### src/rtl/id_ex_pipeline_reg.sv
// Decode->Execute pipeline register with load-use hazard detection.
// Optional bubble counter output enabled by defining ID_EX_BUBBLE_CNT_EN.
module id_ex_pipeline_reg #(
   parameter int XLEN = 32
) (
   input  logic            clk,
   input  logic            rst_n,
   input  logic            StallE,
   input  logic            FlushE,
   input  logic            ValidD,
   input  logic            RegWriteD,
   input  logic [2:0]      ResultSrcD,
   input  logic            MemWriteD,
   input  logic            BranchD,
   input  logic            ALUSrcD,
   input  logic [1:0]      JumpD,
   input  logic [1:0]      ALUOpD,
   input  logic [XLEN-1:0] PCD,
   input  logic [XLEN-1:0] PCPlus4D,
   input  logic [XLEN-1:0] RD1D,
   input  logic [XLEN-1:0] RD2D,
   input  logic [XLEN-1:0] ImmExtD,
   input  logic [4:0]      Rs1D,
   input  logic [4:0]      Rs2D,
   input  logic [4:0]      RdD,
   input  logic [2:0]      Funct3D,
   input  logic [11:0]     CsrAddrD,
   output logic            ValidE,
   output logic            RegWriteE,
   output logic [2:0]      ResultSrcE,
   output logic            MemWriteE,
   output logic            BranchE,
   output logic            ALUSrcE,
   output logic [1:0]      JumpE,
   output logic [1:0]      ALUOpE,
   output logic [XLEN-1:0] PCE,
   output logic [XLEN-1:0] PCPlus4E,
   output logic [XLEN-1:0] RD1E,
   output logic [XLEN-1:0] RD2E,
   output logic [XLEN-1:0] ImmExtE,
   output logic [4:0]      Rs1E,
   output logic [4:0]      Rs2E,
   output logic [4:0]      RdE,
   output logic [2:0]      Funct3E,
   output logic [11:0]     CsrAddrE,
`ifdef ID_EX_BUBBLE_CNT_EN
   output logic [31:0]     BubbleCntE,
`endif
   output logic            LoadUseStall
);

   localparam logic [2:0] RESULT_MEM = 3'b001;

   logic bubble;

   // Rs2D is compared even when the D instruction has no rs2; a spurious stall is harmless.
   assign LoadUseStall = ValidE & ValidD & RegWriteE & (ResultSrcE == RESULT_MEM) &
                         (RdE != 5'd0) & ((Rs1D == RdE) | (Rs2D == RdE));

   assign bubble = FlushE | LoadUseStall;

   always_ff @(posedge clk or negedge rst_n) begin
      if (!rst_n) begin
         ValidE     <= 1'b0;
         RegWriteE  <= 1'b0;
         ResultSrcE <= 3'b000;
         MemWriteE  <= 1'b0;
         BranchE    <= 1'b0;
         ALUSrcE    <= 1'b0;
         JumpE      <= 2'b00;
         ALUOpE     <= 2'b00;
         PCE        <= '0;
         PCPlus4E   <= '0;
         RD1E       <= '0;
         RD2E       <= '0;
         ImmExtE    <= '0;
         Rs1E       <= 5'd0;
         Rs2E       <= 5'd0;
         RdE        <= 5'd0;
         Funct3E    <= 3'b000;
         CsrAddrE   <= 12'd0;
      end else if (bubble) begin
         ValidE     <= 1'b0;
         RegWriteE  <= 1'b0;
         ResultSrcE <= 3'b000;
         MemWriteE  <= 1'b0;
         BranchE    <= 1'b0;
         ALUSrcE    <= 1'b0;
         JumpE      <= 2'b00;
         ALUOpE     <= 2'b00;
         PCE        <= '0;
         PCPlus4E   <= '0;
         RD1E       <= '0;
         RD2E       <= '0;
         ImmExtE    <= '0;
         Rs1E       <= 5'd0;
         Rs2E       <= 5'd0;
         RdE        <= 5'd0;
         Funct3E    <= 3'b000;
         CsrAddrE   <= 12'd0;
      end else if (!StallE) begin
         ValidE     <= ValidD;
         RegWriteE  <= RegWriteD;
         ResultSrcE <= ResultSrcD;
         MemWriteE  <= MemWriteD;
         BranchE    <= BranchD;
         ALUSrcE    <= ALUSrcD;
         JumpE      <= JumpD;
         ALUOpE     <= ALUOpD;
         PCE        <= PCD;
         PCPlus4E   <= PCPlus4D;
         RD1E       <= RD1D;
         RD2E       <= RD2D;
         ImmExtE    <= ImmExtD;
         Rs1E       <= Rs1D;
         Rs2E       <= Rs2D;
         RdE        <= RdD;
         Funct3E    <= Funct3D;
         CsrAddrE   <= CsrAddrD;
      end
   end

`ifdef ID_EX_BUBBLE_CNT_EN
   always_ff @(posedge clk or negedge rst_n) begin
      if (!rst_n) begin
         BubbleCntE <= 32'd0;
      end else if (bubble && (BubbleCntE != 32'hFFFF_FFFF)) begin
         BubbleCntE <= BubbleCntE + 32'd1;
      end
   end
`endif

endmodule

### config.mk
export PLATFORM = sky130hd
export DESIGN_NAME = id_ex_pipeline_reg
export DESIGN_NICKNAME = d
export VERILOG_FILES = /design/src/rtl/id_ex_pipeline_reg.sv
export SDC_FILE = /design/constraint.sdc
export NUM_CORES = 1
export LEC_CHECK = 0
export BUFFER_PORTS_ARGS = -buffer_cell sky130_fd_sc_hd__buf_2
export CAP_MARGIN = 10
export CORE_AREA = 3 3 157 159
export DETAILED_ROUTE_END_ITERATION = 10
export DIE_AREA = 0 0 160 162
export HOLD_SLACK_MARGIN = 0.05
export PLACE_DENSITY = 0.69
export SLEW_MARGIN = 10
export SYNTH_ARGS = -nofsm -noshare
export SYNTH_HDL_FRONTEND = slang
export SYNTH_SLANG_ARGS = --single-unit
### constraint.sdc
create_clock -name clk -period 4 [get_ports clk]
set_clock_uncertainty 0.1 [all_clocks]
set_input_delay 0.6 -clock clk [delete_from_list [all_inputs] [get_ports clk]]
set_output_delay 0.6 -clock clk [all_outputs]
set_load 0.005 [all_outputs]
* Word-level counts from Yosys, hierarchy flattened
Cells that the tools add are included.
** Word-level totals
- Register bits after elaboration :: 202
- Input bits :: 206
- Word-level logic and storage cells :: 66
** Cells by class
- Multiplexer cells :: 36
- Bitwise logic cells :: 7
- Reduce and logical (&&, ||, !) cells :: 1
- Equal/unequal tests :: 4
** Operator list (count)
- 2-to-1 mux 32 bit :: 10
- 2-to-1 mux 5 bit :: 6
- 2-to-1 mux 12 bit :: 2
- 2-to-1 mux 3 bit :: 4
- equality test 5 bit :: 2
- 2-to-1 mux 1 bit :: 10
- 2-to-1 mux 2 bit :: 4
- AND 1 bit :: 5
- nonzero test 5 bit :: 1
- equality test 3 x 1 -> 1 bit, second input constant :: 1
- inequality test 2 x 1 -> 1 bit, second input constant :: 1
- OR 1 bit :: 2

* Longest topological paths before layout
- Depth in word-level cells :: 7
- Depth in mapped cells :: 6

* Worst setup path after synthesis
OpenSTA, ideal clock, no wires.
- Path type :: input to output
- Start point :: in Rs1D[4]
- End point :: out LoadUseStall
- Stages :: 6
- Buffers on the path :: 2
- Data arrival time :: 1505 ps
- Required time :: 3300 ps
- Path slack :: 1795 ps
- Path through :: xnor2_1 nand3_1 o22ai_2 buf_6 buf_6 and2_1
** Between the ends
- Word-level cells in the longest chain between the ends :: 3
** RTL lines
- from (decl) :: RTL line 23 : input logic [4:0] Rs1D,
- equality test 5 bit :: RTL line 58 : (RdE != 5'd0) & ((Rs1D == RdE) | (Rs2D == RdE));
- OR 1 bit :: RTL line 58
- AND 1 bit :: RTL line 58
- to (decl) :: RTL line 49 : output logic LoadUseStall
No other way between the ends.

* Final worst setup path
- Start point :: reg RdE[3]
- End point :: out LoadUseStall
** Between the ends
- Word-level cells in the longest chain between the ends :: 3
- Elaborated cells between the ends (all ways) :: 6
- Those cells by class :: 2 x eq/ne; 3 x bitwise; 1 x reduce/logical
** RTL lines
- from (decl) :: RTL line 43 : output logic [4:0] RdE,
- from (signal assigned) :: RTL line 117 : RdE <= RdD;
- equality test 5 bit / nonzero test 5 bit (equally long branches) :: RTL line 58
- OR 1 bit / AND 1 bit (equally long branches) :: RTL line 58, 57
- AND 1 bit (*) :: RTL line 58
Every way passes the cells marked *; elsewhere a longest branch is shown, timed or not.

==> results.txt <==
----------------------------------------------------
[Setup path]
  Critical path fanouts, max ... 5
  Sort of element at the end of the critical path ... output port
  WP data arrival ... 1.91 ns
  Kind of launch point of the worst setup path ... flip-flop
  Worst R2R Setup Slack ... 1.53 ns
  Data required time at the worst endpoint ... 3.30 ns
  Crit path kind ... reg2out

[Die]
  IO Pins ... 409
  Core region area ... 23400 sq um
  Die area ... 25900 sq um
  Die Wd ... 160 microns
  Die height ... 162 microns
  Initial cell density of the core ... 39.8%
  Site Rows ... 56

[Routing]
  Number of DRC markers in iteration 0 ... 458
  ANT nets after route ... 0
  Via/cell ratio ... 5.25
  Avg WL per Cell ... 19.4 microns
  Detailed-routing iteration count for the pre-antenna-repair pass ... 4
  Post-detailed-route DRC marker count ... 0
  Via count ... 7373
  Aggregate routed wire length ... 27300 microns

[Timing]
  Number of pins with negative max-slew slack in the final report ... 0
  Final-report setup violation count ... 0
  Actual transition at the worst max-transition pin ... 1.16 ns
  Unrepaired setup endpoints after global routing ... false
  Setup TNS Final ... 0 ns
  Period minus WS final ... 2.61 ns
  Final period util ... 65.3%
  Worst-case headroom to the max-slew limit ... 23.0%
  Hold Violations, Final ... 0
  Highest clock frequency the design can meet ... 383 MHz

[Global routing]
  Pin count of the biggest net entering global routing ... 203
  Number of antenna violations at the first check in global routing ... 0
  Grt ovf ... 0
  Global-route usage over all layers ... 19.9%
  Wire length of the first global-routing pass ... 42900 microns
  Vias in the first global route ... 7467

[Cells and area]
  Total of fill cells in the finished design ... 2145
  Final core occ ... 51.9%
  Finished Cell Area ... 12100 sq um
  Number of antenna diodes ... 0
  Net count of the finished layout ... 1277
  Share of post-route cells with drive strength above 1 ... 42.2%
  Area grow syn2layout ... 30.4%

[Synthesis]
  Number of flops mapped to enable cells by yosys ... 0
  Post-synthesis instance area ... 9310 sq um
  Library cell occupying the most area in the post-synthesis netlist ... dfrtp_1
  Post-synthesis cell count ... 716
  Nets in the synthesized netlist ... 922
  Number of unique standard cell types used by synthesis ... 16
  Yosys Warn Count ... 0
  Sequential area share after synthesis ... 54.3%
  Fraction of registers with async set/reset ... 100%
  Yosys reg bits ... 202
  Ranking of synthesized cells by area ... dfrtp_1 54%, mux2i_1 22%, a211oi_1 16%
  Mean Syn Cell Area ... 13.0 sq um
  Area share of the largest cell type after synthesis ... 54.3%
  Top_reg_cell synth ... dfrtp_1
  Post-synth top cells ... 202 x a211oi_1, 202 x dfrtp_1, 202 x mux2i_1, 33 x buf_2, 27 x clkbuf_1

[Clock network]
  Max Root-Sink Buffers ... 3
  CTS tree ... built
  Number of clock sinks ... 202
  Post-CTS Repair Setup Buffers ... 0
  Root buf cell ... clkbuf_16
  Clk slew on worst S/H paths ... 0.06 ns
  Source-to-sink clock delay at the later pin of the worst-skew pair ... 0.49 ns
  CTS buffer count ... 22
  Total of hold buffers inserted after clock tree synthesis ... 0
  Resized Gates After CTS ... 0
  H-tree depth ... 1

[Job]
  Maximum capacitance violations ... 0

[Placed design]
  I/O Buffers ... 408
  Estimated wirelength of the detail-placed design ... 17700 microns
  GPL Wtd Cong ... 0.763
  Dpl cell area ... 11400 sq um

[Power]
  Maximum ir drop on the vdd rail ... 275 uV
  Total power after layout ... 4.92 mW
  Power per Cell Area ... 406 nW/um^2
  Leakage power total ... 6.32 nW

[Outcome]
  Run status ... finished, final reports clean

[Min path]
  Worst hold path type ... in2async

----------------------------------------------------
-- power by group --
| part | total [mW] | internal, mW | switching (mW) |
|---|---|---|---|
| Combinational | 0.672 | 0.314 | 0.357 |
| Sequential | 2.23 | 2.16 | 0.0669 |
| Clock | 2.02 | 1.22 | 0.805 |
-- metrics by stage --
stage	hold WS (ns)	worst slack, ns	cells
finish	0.151	1.39	1404
detailed placement	0.495	1.49	1366
global route	0.233	1.27	1404
floorplan	0.204	1.80	716
global placement	0.490	1.55	1366
CTS	0.201	1.38	1404
-- registers in the layout (all words and copies together) (netlist names), 2 cells and up --
name and cells:
ALUOpE 2, Rs2E 5, JumpE 2, ResultSrcE 3, PCE 32, Funct3E 3, RD2E 32, PCPlus4E 32
ImmExtE 32, Rs1E 5, RdE 5, RD1E 32, CsrAddrE 12
-- layout make-up --
type | instances | area [sq um] | share of cell area [%]
timing repair buffer | 420 | 2240 | 18.5
clock inverter | 6 | 57.6 | 0.474
tap | 319 | 399 | 3.29
clock buffer | 32 | 669 | 5.51
sequential | 202 | 5050 | 41.6
multi-input combinational | 425 | 3710 | 30.6
-- path summary, 6_finish.rpt --
check                             from            to  cells past startpoint
min                              rst_n  PCPlus4E[31]                      1
max in group asynchronous        rst_n      RD1E[23]                      2
min reg2reg                    Rs2E[3]       Rs2E[3]                      2
max                             RdE[3]  LoadUseStall                      5
min in group clk           ImmExtD[11]   ImmExtE[11]                      3
max reg2reg                     RdE[3]  PCPlus4E[15]                      5
-- metal layers --
metal / GRT usage, % / part of all wire [%] / up-vias / wire length [microns]
li1: - / - / 3432 / -
met1: 26.2 / 41 / 3589 / 11300
met2: 32.8 / 48 / 308 / 13200
met3: 5.61 / 8.1 / 44 / 2220
met4: 5.09 / 2.3 / 0 / 624
met5: 0 / 0 / - / 0
-- critical path, stage by stage, from the launching register on --
cell and delay [ns]:
dfrtp_1 0.44, xnor2_1 0.29, nand2_1 0.13, o22ai_4 0.20, and2_1 0.21, buf_2 0.15
-- cells by family after synthesis --
logic type / count (synthesis) / share of synthesized area (%)
buffers and inverters: 89 / 5.97
flip-flops: 202 / 54.3
XOR/XNOR: 10 / 0.941
AND/OR/NAND/NOR: 9 / 0.538
multiplexers: 202 / 21.7
AO/OA/AOI/OAI: 204 / 16.5
-- layout by cell type (no fill, tap or decap) --
cell        count
buf_12          7
clkbuf_1        3
clkinv_2        4
clkinvlp_4      1
mux2i_1       202
and4bb_2        1
xnor2_1        10
nor3_1          1
buf_8           1
bufinv_16       1
buf_2         405
buf_6           1
a21oi_4         1
clkbuf_8        7
nand3_1         3
and2_1          1
o22ai_4         1
buf_4           5
a211oi_1      202
dfrtp_1       202
nor2_1          1
nand2_1         2
clkbuf_16      23
Power figures use the tool's default switching activity.
